`src/rtl/sr_pkg.sv`:
```
// Shared types for the sr_latch drive controller.
// State encodings and the counter width helper.
package sr_pkg;

    typedef enum logic [1:0] {
        ST_IDLE  = 2'd0,
        ST_DRV_S = 2'd1,
        ST_DRV_R = 2'd2
    } state_t;

    // Bits needed to count 0..n
    function automatic int cnt_w(input int n);
        return (n < 1) ? 1 : $clog2(n + 1);
    endfunction

endpackage

```
`src/rtl/btn_debounce.sv`:
```
// Synchroniser, debouncer and press detector for one raw push-button.
// rise is a one-cycle pulse registered on the edge stable goes 0->1.
module btn_debounce
    import sr_pkg::*;
#(
    parameter int DEBOUNCE_CNT = 4
) (
    input  logic clk,
    input  logic rst,
    input  logic raw,
    output logic stable,
    output logic rise
);

    localparam int CW = cnt_w(DEBOUNCE_CNT);
    localparam logic [CW-1:0] CLAST = CW'(DEBOUNCE_CNT - 1);

    logic          sync1;
    logic          sync2;
    logic [CW-1:0] cnt;
    logic          hit;

    assign hit = (sync2 != stable) && (cnt == CLAST);

    always_ff @(posedge clk) begin
        if (rst) begin
            sync1  <= 1'b0;
            sync2  <= 1'b0;
            stable <= 1'b0;
            cnt    <= '0;
            rise   <= 1'b0;
        end else begin
            sync1 <= raw;
            sync2 <= sync1;
            rise  <= hit & sync2;
            if (sync2 == stable) begin
                cnt <= '0;
            end else if (hit) begin
                stable <= sync2;
                cnt    <= '0;
            end else begin
                cnt <= cnt + CW'(1);
            end
        end
    end

endmodule

```
`src/rtl/sr_drive_ctrl.sv`:
```
// Clean, mutually exclusive set/reset pulse driver for an sr_latch.
// Optional SR_SKIP_REDUNDANT_EN drops requests that would not change the latch.
module sr_drive_ctrl
    import sr_pkg::*;
#(
    parameter int DEBOUNCE_CNT = 4,
    parameter int PULSE_LEN    = 2
) (
    input  logic clk,
    input  logic rst,
    input  logic btn_s,
    input  logic btn_r,
    output logic s,
    output logic r,
    output logic busy,
    output logic conflict
);

    localparam int PW = cnt_w(PULSE_LEN);
    localparam logic [PW-1:0] PLAST = PW'(PULSE_LEN - 1);

    state_t        state;
    state_t        state_nx;
    logic [PW-1:0] pcnt;
    logic          stb_s;
    logic          stb_r;
    logic          rise_s;
    logic          rise_r;
    logic          req_s;
    logic          req_r;
    logic          acc_s;
    logic          acc_r;
    logic          want_s;
    logic          want_r;
    logic          go_s;
    logic          go_r;
    logic          pend_s;
    logic          pend_r;
    logic          conf_q;

    btn_debounce #(
        .DEBOUNCE_CNT(DEBOUNCE_CNT)
    ) u_db_s (
        .clk    (clk),
        .rst    (rst),
        .raw    (btn_s),
        .stable (stb_s),
        .rise   (rise_s)
    );

    btn_debounce #(
        .DEBOUNCE_CNT(DEBOUNCE_CNT)
    ) u_db_r (
        .clk    (clk),
        .rst    (rst),
        .raw    (btn_r),
        .stable (stb_r),
        .rise   (rise_r)
    );

    assign req_s = rise_s & stb_s;
    assign req_r = rise_r & stb_r;

`ifdef SR_SKIP_REDUNDANT_EN
    logic q_model;

    assign acc_r = req_r & q_model;
    assign acc_s = req_s & ~req_r & ~q_model;

    always_ff @(posedge clk) begin
        if (rst) begin
            q_model <= 1'b0;
        end else if (go_s) begin
            q_model <= 1'b1;
        end else if (go_r) begin
            q_model <= 1'b0;
        end
    end
`else
    // Reset wins a same-cycle tie; the set request is discarded
    assign acc_r = req_r;
    assign acc_s = req_s & ~req_r;
`endif

    assign want_s = pend_s | acc_s;
    assign want_r = pend_r | acc_r;

    always_ff @(posedge clk) begin
        if (rst) begin
            state <= ST_IDLE;
        end else begin
            state <= state_nx;
        end
    end

    always_comb begin
        state_nx = state;
        unique case (state)
            ST_IDLE: begin
                if (want_r) begin
                    state_nx = ST_DRV_R;
                end else if (want_s) begin
                    state_nx = ST_DRV_S;
                end
            end
            ST_DRV_S, ST_DRV_R: begin
                if (pcnt == PLAST) begin
                    state_nx = ST_IDLE;
                end
            end
            default: state_nx = ST_IDLE;
        endcase
    end

    assign go_s = (state == ST_IDLE) && (state_nx == ST_DRV_S);
    assign go_r = (state == ST_IDLE) && (state_nx == ST_DRV_R);

    always_ff @(posedge clk) begin
        if (rst) begin
            pend_s <= 1'b0;
            pend_r <= 1'b0;
            pcnt   <= '0;
            conf_q <= 1'b0;
        end else begin
            pend_s <= want_s & ~go_s;
            pend_r <= want_r & ~go_r;
            conf_q <= req_s & req_r;
            if (go_s | go_r) begin
                pcnt <= '0;
            end else if (state != ST_IDLE) begin
                pcnt <= pcnt + PW'(1);
            end
        end
    end

    always_comb begin
        s        = 1'b0;
        r        = 1'b0;
        busy     = (state != ST_IDLE) | pend_s | pend_r;
        conflict = conf_q;
        unique case (state)
            ST_DRV_S: s = 1'b1;
            ST_DRV_R: r = 1'b1;
            default:  ;
        endcase
    end

endmodule
```
`config.mk`:
```
export PLATFORM = sky130hd
export DESIGN_NAME = sr_drive_ctrl
export DESIGN_NICKNAME = d
export VERILOG_FILES = /design/src/rtl/sr_pkg.sv /design/src/rtl/btn_debounce.sv /design/src/rtl/sr_drive_ctrl.sv
export SDC_FILE = /design/constraint.sdc
export NUM_CORES = 1
export LEC_CHECK = 0
export ABC_CLOCK_PERIOD_IN_PS = 1980
export CORE_MARGIN = 4
export CORE_UTILIZATION = 55
export CTS_CLUSTER_DIAMETER = 100
export DETAILED_ROUTE_END_ITERATION = 16
export GPL_TIMING_DRIVEN = 1
export PLACE_DENSITY = 0.76
export SYNTH_ARGS = -nofsm -noshare
export SYNTH_HDL_FRONTEND = slang
export SYNTH_SLANG_ARGS = --single-unit
```
`constraint.sdc`:
```
create_clock -name clk -period 1.98 [get_ports clk]
set_clock_uncertainty 0.1 [all_clocks]
set_input_delay 0.396 -clock clk [delete_from_list [all_inputs] [get_ports clk]]
set_output_delay 0.396 -clock clk [all_outputs]
set_load 0.02 [all_outputs]
```
==> run_results.csv, run 1 <==
group,metric,value,unit
grt,grt_max_degree,22,
grt,grt_util_all_layers,15.0,%
worst_setup_path,cp_slowest_cell,"dfxtp_1",
worst_setup_path,cp-start-kind,"register",
yosys,netlist_instances,102,
clock_tree,htreeDepth,1,
sta,period_needed,1.88,ns
worst_setup_path,path_class,"register to output port",
status,status,"finished clean",
sta,period_share,95.0,%
min_path,hold_class,"register to register",
yosys,async_reset_ff_share,0,%
floorplan,die_height,50.6,µm
grt,globalRouteOverflowTotal,0,
worst_setup_path,max_stage_delay,0.33,ns
yosys,synth_compound_area_share,15.3,%
place,portBuffers,7,
cells_and_area,syn2layout_area_growth,15.6,%
cells_and_area,stdcell_count,140,
grt,antenna_found_initial,0,
place,dp_hpwl,1300,µm
yosys,yosysTopAreaCellShare,42.2,%
worst_setup_path,required,1.48,ns
drt,vias,730,
power_and_ir_drop,p_leak,0.466,nW
cells_and_area,utilization,66.7,%
yosys,synthAdderAreaFrac,11.3,%
grt,grt_pass1_wl,2900,µm
floorplan,initial_core_util,57.8,%
worst_setup_path,path_cells,"inv_1, ha_2, nand2b_2, or2_2, buf_2",
cells_and_area,nets,129,
clock_tree,clock_path_buffers,2,
clock_tree,ctsHoldBuffers,0,
floorplan,core_area,0.00173,mm²
sta,finalHoldViolations,0,
yosys,synth_edf_count,0,
clock_tree,root_buffer,"clkbuf_4",
yosys,ys_types,35,
yosys,synthMuxAreaShare,2.01,%
drt,drcViolationCount,0,
drt,wirelength,1680,µm
yosys,synthFlopType,"dfxtp_1",
yosys,synth.area.top_cells,"dfxtp_1 (42%), ha_1 (11%), nor2_1 (5.3%)",
yosys,syn_area,997,µm²
sta,max_freq,532,MHz
sta,tns,0,ns
drt,avgViaCountPerCell,5.21,
worst_setup_path,worst_ep_arrival_time,1.38,ns
place,dp_cells,136,
sta,setup_viol,0,
yosys,syn_nets,115,
clock_tree,clk_latency,0.30,ns
worst_setup_path,end_kind,"output port",
sta,rsz0062_at_grt,"no",
drt,firstDrtPassIters,2,
drt,drt_iter0_markers,7,
cells_and_area,layout_common_cells,"dfxtp_1 (21), nor2_1 (14), ha_1 (8)",
clock_tree,cts_tree,"yes",
clock_tree,clkSlewWorstSetupHoldPaths,0.11,ns
drt,ant_nets,0,
sta,max-slew-margin-rel,71.5,%
clock_tree,numCtsBuffers,3,
sta,slew_viol_final,0,
yosys,ys_ff_latch,21,
yosys,yosysTopAreaCell,"dfxtp_1",
floorplan,die_x,50.6,µm
cells_and_area,drive_above_1_share,20.0,%
power_and_ir_drop,vdd_drop_max,0.378,mV
grt,grt_pass1_vias,651,
clock_tree,cts.sinks,21,
worst_setup_path,path_max_fanout,2,
sta,worstMarginPinSlew,0.424,ns
floorplan,num_rows,15,
floorplan,pin_count,8,
yosys,synthSimpleGateAreaFrac,22.2,%
place,gp_congestion,0.878,
yosys,yosysSeqAreaShare,42.2,%
yosys,synthXorXnorAreaFrac,1.76,%
sta,whs,0.325,ns
yosys,syn_area_per_cell,9.78,µm²
yosys,synth_top_family_by_area,"simple AND/OR/NAND/NOR gates",
clock_tree,post_cts_buffers,0,
floorplan,design.die.area,0.00256,mm²
yosys,ys_warn_count,0,
power_and_ir_drop,powerDensity,568,mW/mm²
cells_and_area,num_antenna_cells,0,
run,drv_cap,0,
cells_and_area,final_common_cell,"dfxtp_1",
drt,wire_per_inst,12.0,µm
[per-stage QoR]
stage	instance area [µm²]	total power, W	setup WS [ns]
CTS	1150	0.000667	0.0837
global route	1150	0.000690	0.00152
global placement	1130	0.000462	0.0829
floorplan	997	0.000450	0.196
finish	1150	0.000654	0.100
detailed placement	1130	0.000464	0.0571
[layer usage]
layer	up-vias	share of wire, %	track usage (%)
li1	379	-	-
met1	345	50	19.2
met2	6	47	23.9
met3	0	2.8	4.45
met4	0	0	5.38
met5	-	0	0
[path summary, 6_finish.rpt]
check / slack [ns] / cells past startpoint / startpoint / endpoint
hold / removal: 0.33 / 1 / u_db_r.cnt[0]$_SDFF_PP0_ / u_db_r.cnt[0]$_SDFF_PP0_
hold reg to reg: 0.33 / 1 / u_db_r.cnt[0]$_SDFF_PP0_ / u_db_r.cnt[0]$_SDFF_PP0_
setup / recovery: 0.1 / 5 / state[1]$_SDFF_PP0_ / busy
setup reg to reg: 0.17 / 8 / state[1]$_SDFF_PP0_ / pend_r$_SDFF_PP0_
[flip-flops by register name (all words and copies together) (netlist names)]
| signal | flops |
|---|---|
| u_db_s.sync2 | 1 |
| u_db_r.rise | 1 |
| u_db_r.stable | 1 |
| u_db_s.cnt | 3 |
| pend_r | 1 |
| u_db_s.stable | 1 |
| u_db_r.sync2 | 1 |
| conflict | 1 |
| u_db_r.cnt | 3 |
| pcnt | 2 |
| u_db_s.rise | 1 |
| u_db_s.sync1 | 1 |
| pend_s | 1 |
| state | 2 |
| u_db_r.sync1 | 1 |
[area by class of cell]
class | count | area, µm²
Tap cell | 25 | 31.3
Clock inverter | 1 | 5.00
Sequential cell | 21 | 420
Clock buffer | 3 | 22.5
Multi-Input combinational cell | 70 | 527
Timing Repair Buffer | 13 | 120
Inverter | 7 | 26.3
Fill cell | 138 | 574
[cells by family (layout without fill, tap and decap cells)]
family | after synthesis | count (layout)
compound gates | 19 | 19
buf+inv | 11 | 24
flops | 21 | 21
xor+xnor | 2 | 2
fa+ha+maj | 9 | 9
simple gates | 38 | 38
mux | 2 | 2
[Yosys cell counts (2+ instances only)]
master    instances
inv_1             7
and4bb_2          2
clkbuf_1          2
or3_1             2
nor2_1           14
nor3_1            3
xnor2_1           2
o21ai_1           2
dfxtp_1          21
nand2_1           4
nor2b_1           5
a31oi_1           3
mux2i_1           2
ha_1              9
o31ai_1           4
[what timing repair did]
item	CTS	global route
endpoints found under the setup margin	3	1
pin swaps	0	1
gates resized for setup	7	1
[report_power, final]
group | total (W) | internal (W) | switching (W)
Combinational | 0.0000237 | 0.0000140 | 0.00000963
Clock | 0.000201 | 0.0000753 | 0.000125
Sequential | 0.000430 | 0.000427 | 0.00000245
[critical path, delay by kind of cell, from the launching register on]
kind,cells,cell delay (ns)
flip-flops,1,0.33
buffers and inverters,2,0.24
AND/OR/NAND/NOR,2,0.32
adder cells (fa/ha/maj),1,0.20
Note: power is estimated with default switching activity, not from simulation.
==> inputs of run 2 (changes only) <==
ABC_CLOCK_PERIOD_IN_PS = 1800   (was 1980)
CAP_MARGIN = 0   (was unset)
CORE_UTILIZATION = 58   (was 55)
CTS_BUF_LIST = sky130_fd_sc_hd__clkbuf_2   (was unset)
PLACE_DENSITY = 0.8   (was 0.76)
clock period = 1.8 ns   (was 1.98 ns; I/O delays follow)
==> run_results.csv, run 2 (synthesis results as in run 1) <==
group,metric,value,unit
floorplan,die_x,49.5,µm
worst_setup_path,cp_slowest_cell,"dfxtp_2",
place,dp_hpwl,1380,µm
place,postPlaceCellArea,0.00114,mm²
sta,slew_viol_final,0,
worst_setup_path,worst_ep_arrival_time,1.29,ns
cells_and_area,top_regs,"u_db_r.cnt x3, u_db_s.cnt x3",
worst_setup_path,path_cells,"inv_2, ha_4, nand2b_4, or2_4, buf_6",
status,status,"finished clean",
power_and_ir_drop,total_power,0.000691,W
grt,grt_pass1_vias,718,
drt,wire_per_inst,13.2,µm
sta,max-slew-margin-rel,79.9,%
sta,period_needed,1.75,ns
cells_and_area,layout_common_cells,"dfxtp_1 (19), nor2_1 (14), buf_4 (10)",
power_and_ir_drop,p_leak,0.482,nW
floorplan,design.die.area,0.00245,mm²
worst_setup_path,crit_buf_inv,2,
drt,drt_iter0_markers,17,
worst_setup_path,end_kind,"output port",
cells_and_area,num_antenna_cells,0,
sta,max_freq,571,MHz
drt,avgViaCountPerCell,5.60,
power_and_ir_drop,powerDensity,587,mW/mm²
grt,globalRouteOverflowTotal,0,
place,dp_cells,131,
grt,grt_max_degree,12,
clock_tree,clkSlewWorstSetupHoldPaths,0.19,ns
grt,antenna_found_initial,0,
place,portBuffers,7,
drt,wirelength,1780,µm
grt,grt_pass1_wl,3150,µm
sta,setup_viol,0,
min_path,hp-start,"u_db_r.cnt[0]$_SDFF_PP0_",
worst_setup_path,cp-start-kind,"register",
worst_setup_path,path_max_fanout,2,
cells_and_area,fill_cells,103,
floorplan,pin_count,8,
floorplan,die_height,49.5,µm
place,gp_congestion,0.896,
clock_tree,numCtsBuffers,3,
worst_setup_path,crit_family,"flip-flops",
worst_setup_path,max_stage_delay,0.36,ns
cells_and_area,finish.instance_area,0.00118,mm²
worst_setup_path,crit_start,"state[1]$_SDFF_PP0_",
sta,period_share,97.3,%
sta,rsz0062_at_grt,"yes",
cells_and_area,syn2layout_area_growth,18.1,%
clock_tree,cts_tree,"yes",
min_path,hold_class,"register to register",
worst_setup_path,r2r-start,"state[1]$_SDFF_PP0_",
drt,firstDrtPassIters,4,
drt,ant_nets,0,
clock_tree,clk_latency,0.32,ns
sta,worstMarginPinSlew,0.298,ns
cells_and_area,stdcell_count,135,
floorplan,initial_core_util,64.0,%
cells_and_area,multi_input_area,552,µm²
worst_setup_path,required,1.34,ns
grt,grt_util_all_layers,16.9,%
clock_tree,cts.sinks,21,
floorplan,core_area,0.00156,mm²
cells_and_area,final_common_cell,"dfxtp_1",
drt,vias,756,
power_and_ir_drop,vdd_drop_max,0.584,mV
worst_setup_path,path_class,"register to output port",
clock_tree,htreeDepth,1,
floorplan,num_rows,14,
cells_and_area,drive_above_1_share,28.6,%
clock_tree,clock_path_buffers,2,
drt,drcViolationCount,0,
run,drv_cap,0,
sta,finalHoldViolations,0,
cells_and_area,nets,133,
cells_and_area,register_area,423,µm²
clock_tree,root_buffer,"clkbuf_2",
[run 2: changes by cell type in the layout (fill, tap and decap cells not counted), moves of 2 or more]
cell	delta
buf_4	+5
clkbuf_2	+6
clkbuf_4	-3
dfxtp_1	-2
dfxtp_2	+2
dlygate4sd2_1	-2
or2_4	+2
[run 2: stage by stage]
| stage | hold slack (ns) | TNS [ns] | util, % | worst slack, ns |
|---|---|---|---|---|
| 5_1_grt | 0.366 | -0.0579 | 75.5 | -0.0319 |
| 3_3_place_gp | 0.308 | -0.0590 | 72.9 | -0.0590 |
| 6_report | 0.333 | 0 | 75.5 | 0.0481 |
| 2_1_floorplan | 0.299 | 0 | - | 0.0164 |
| 4_1_cts | 0.341 | 0 | 75.4 | 0.0103 |
| 3_5_place_dp | 0.318 | -0.0954 | 72.9 | -0.0861 |
[run 2: worst register-to-register path, delay by kind of cell, from the launching register on]
family	cells	cell delay (ns)
AND/OR/NAND/NOR	3	0.52
AO/OA/AOI/OAI	2	0.27
flip-flops	1	0.36
adder cells (fa/ha/maj)	1	0.15
buffers and inverters	2	0.23
[run 2: area by class of cell]
cell class	instances	area share, %
repair buffers	17	11.6
well taps	16	1.70
inverters	7	2.23
clock buffers	4	1.70
flip-flops and latches	21	35.9
multi-input cells	70	46.9
[run 2: per-layer routing]
| metal | global-route usage [%] | vias up | share of wire (%) |
|---|---|---|---|
| met5 | 0 | - | 0 |
| met4 | 5.07 | 0 | 1.1 |
| met3 | 6.93 | 4 | 4.0 |
| met2 | 28.1 | 9 | 48 |
| met1 | 19.8 | 358 | 47 |
| li1 | - | 385 | - |
[run 2: where the power goes]
| part | switching (W) | internal, W | leakage (nW) | total [W] |
|---|---|---|---|---|
| clock | 0.000134 | 0.0000588 | 0.0166 | 0.000193 |
| sequential | 0.00000272 | 0.000471 | 0.171 | 0.000474 |
| combinational | 0.0000106 | 0.0000140 | 0.294 | 0.0000245 |
[run 2: what timing repair did]
item                                    in CTS  in global routing
hold endpoints to repair                     0                  0
pin swaps                                    2                  3
buffers inserted                             0                  0
hold buffers                                 0                  0
endpoints found under the setup margin       4                  5
gates resized for setup                     17                  5
[run 2: path summary, 6_finish.rpt]
kind              cells after the start  slack [ns]                  endpoint
setup reg to reg                      8        0.10         pend_r$_SDFF_PP0_
setup / recovery                      5        0.05                      busy
hold reg to reg                       1        0.33  u_db_r.cnt[0]$_SDFF_PP0_
hold / removal                        1        0.33  u_db_r.cnt[0]$_SDFF_PP0_
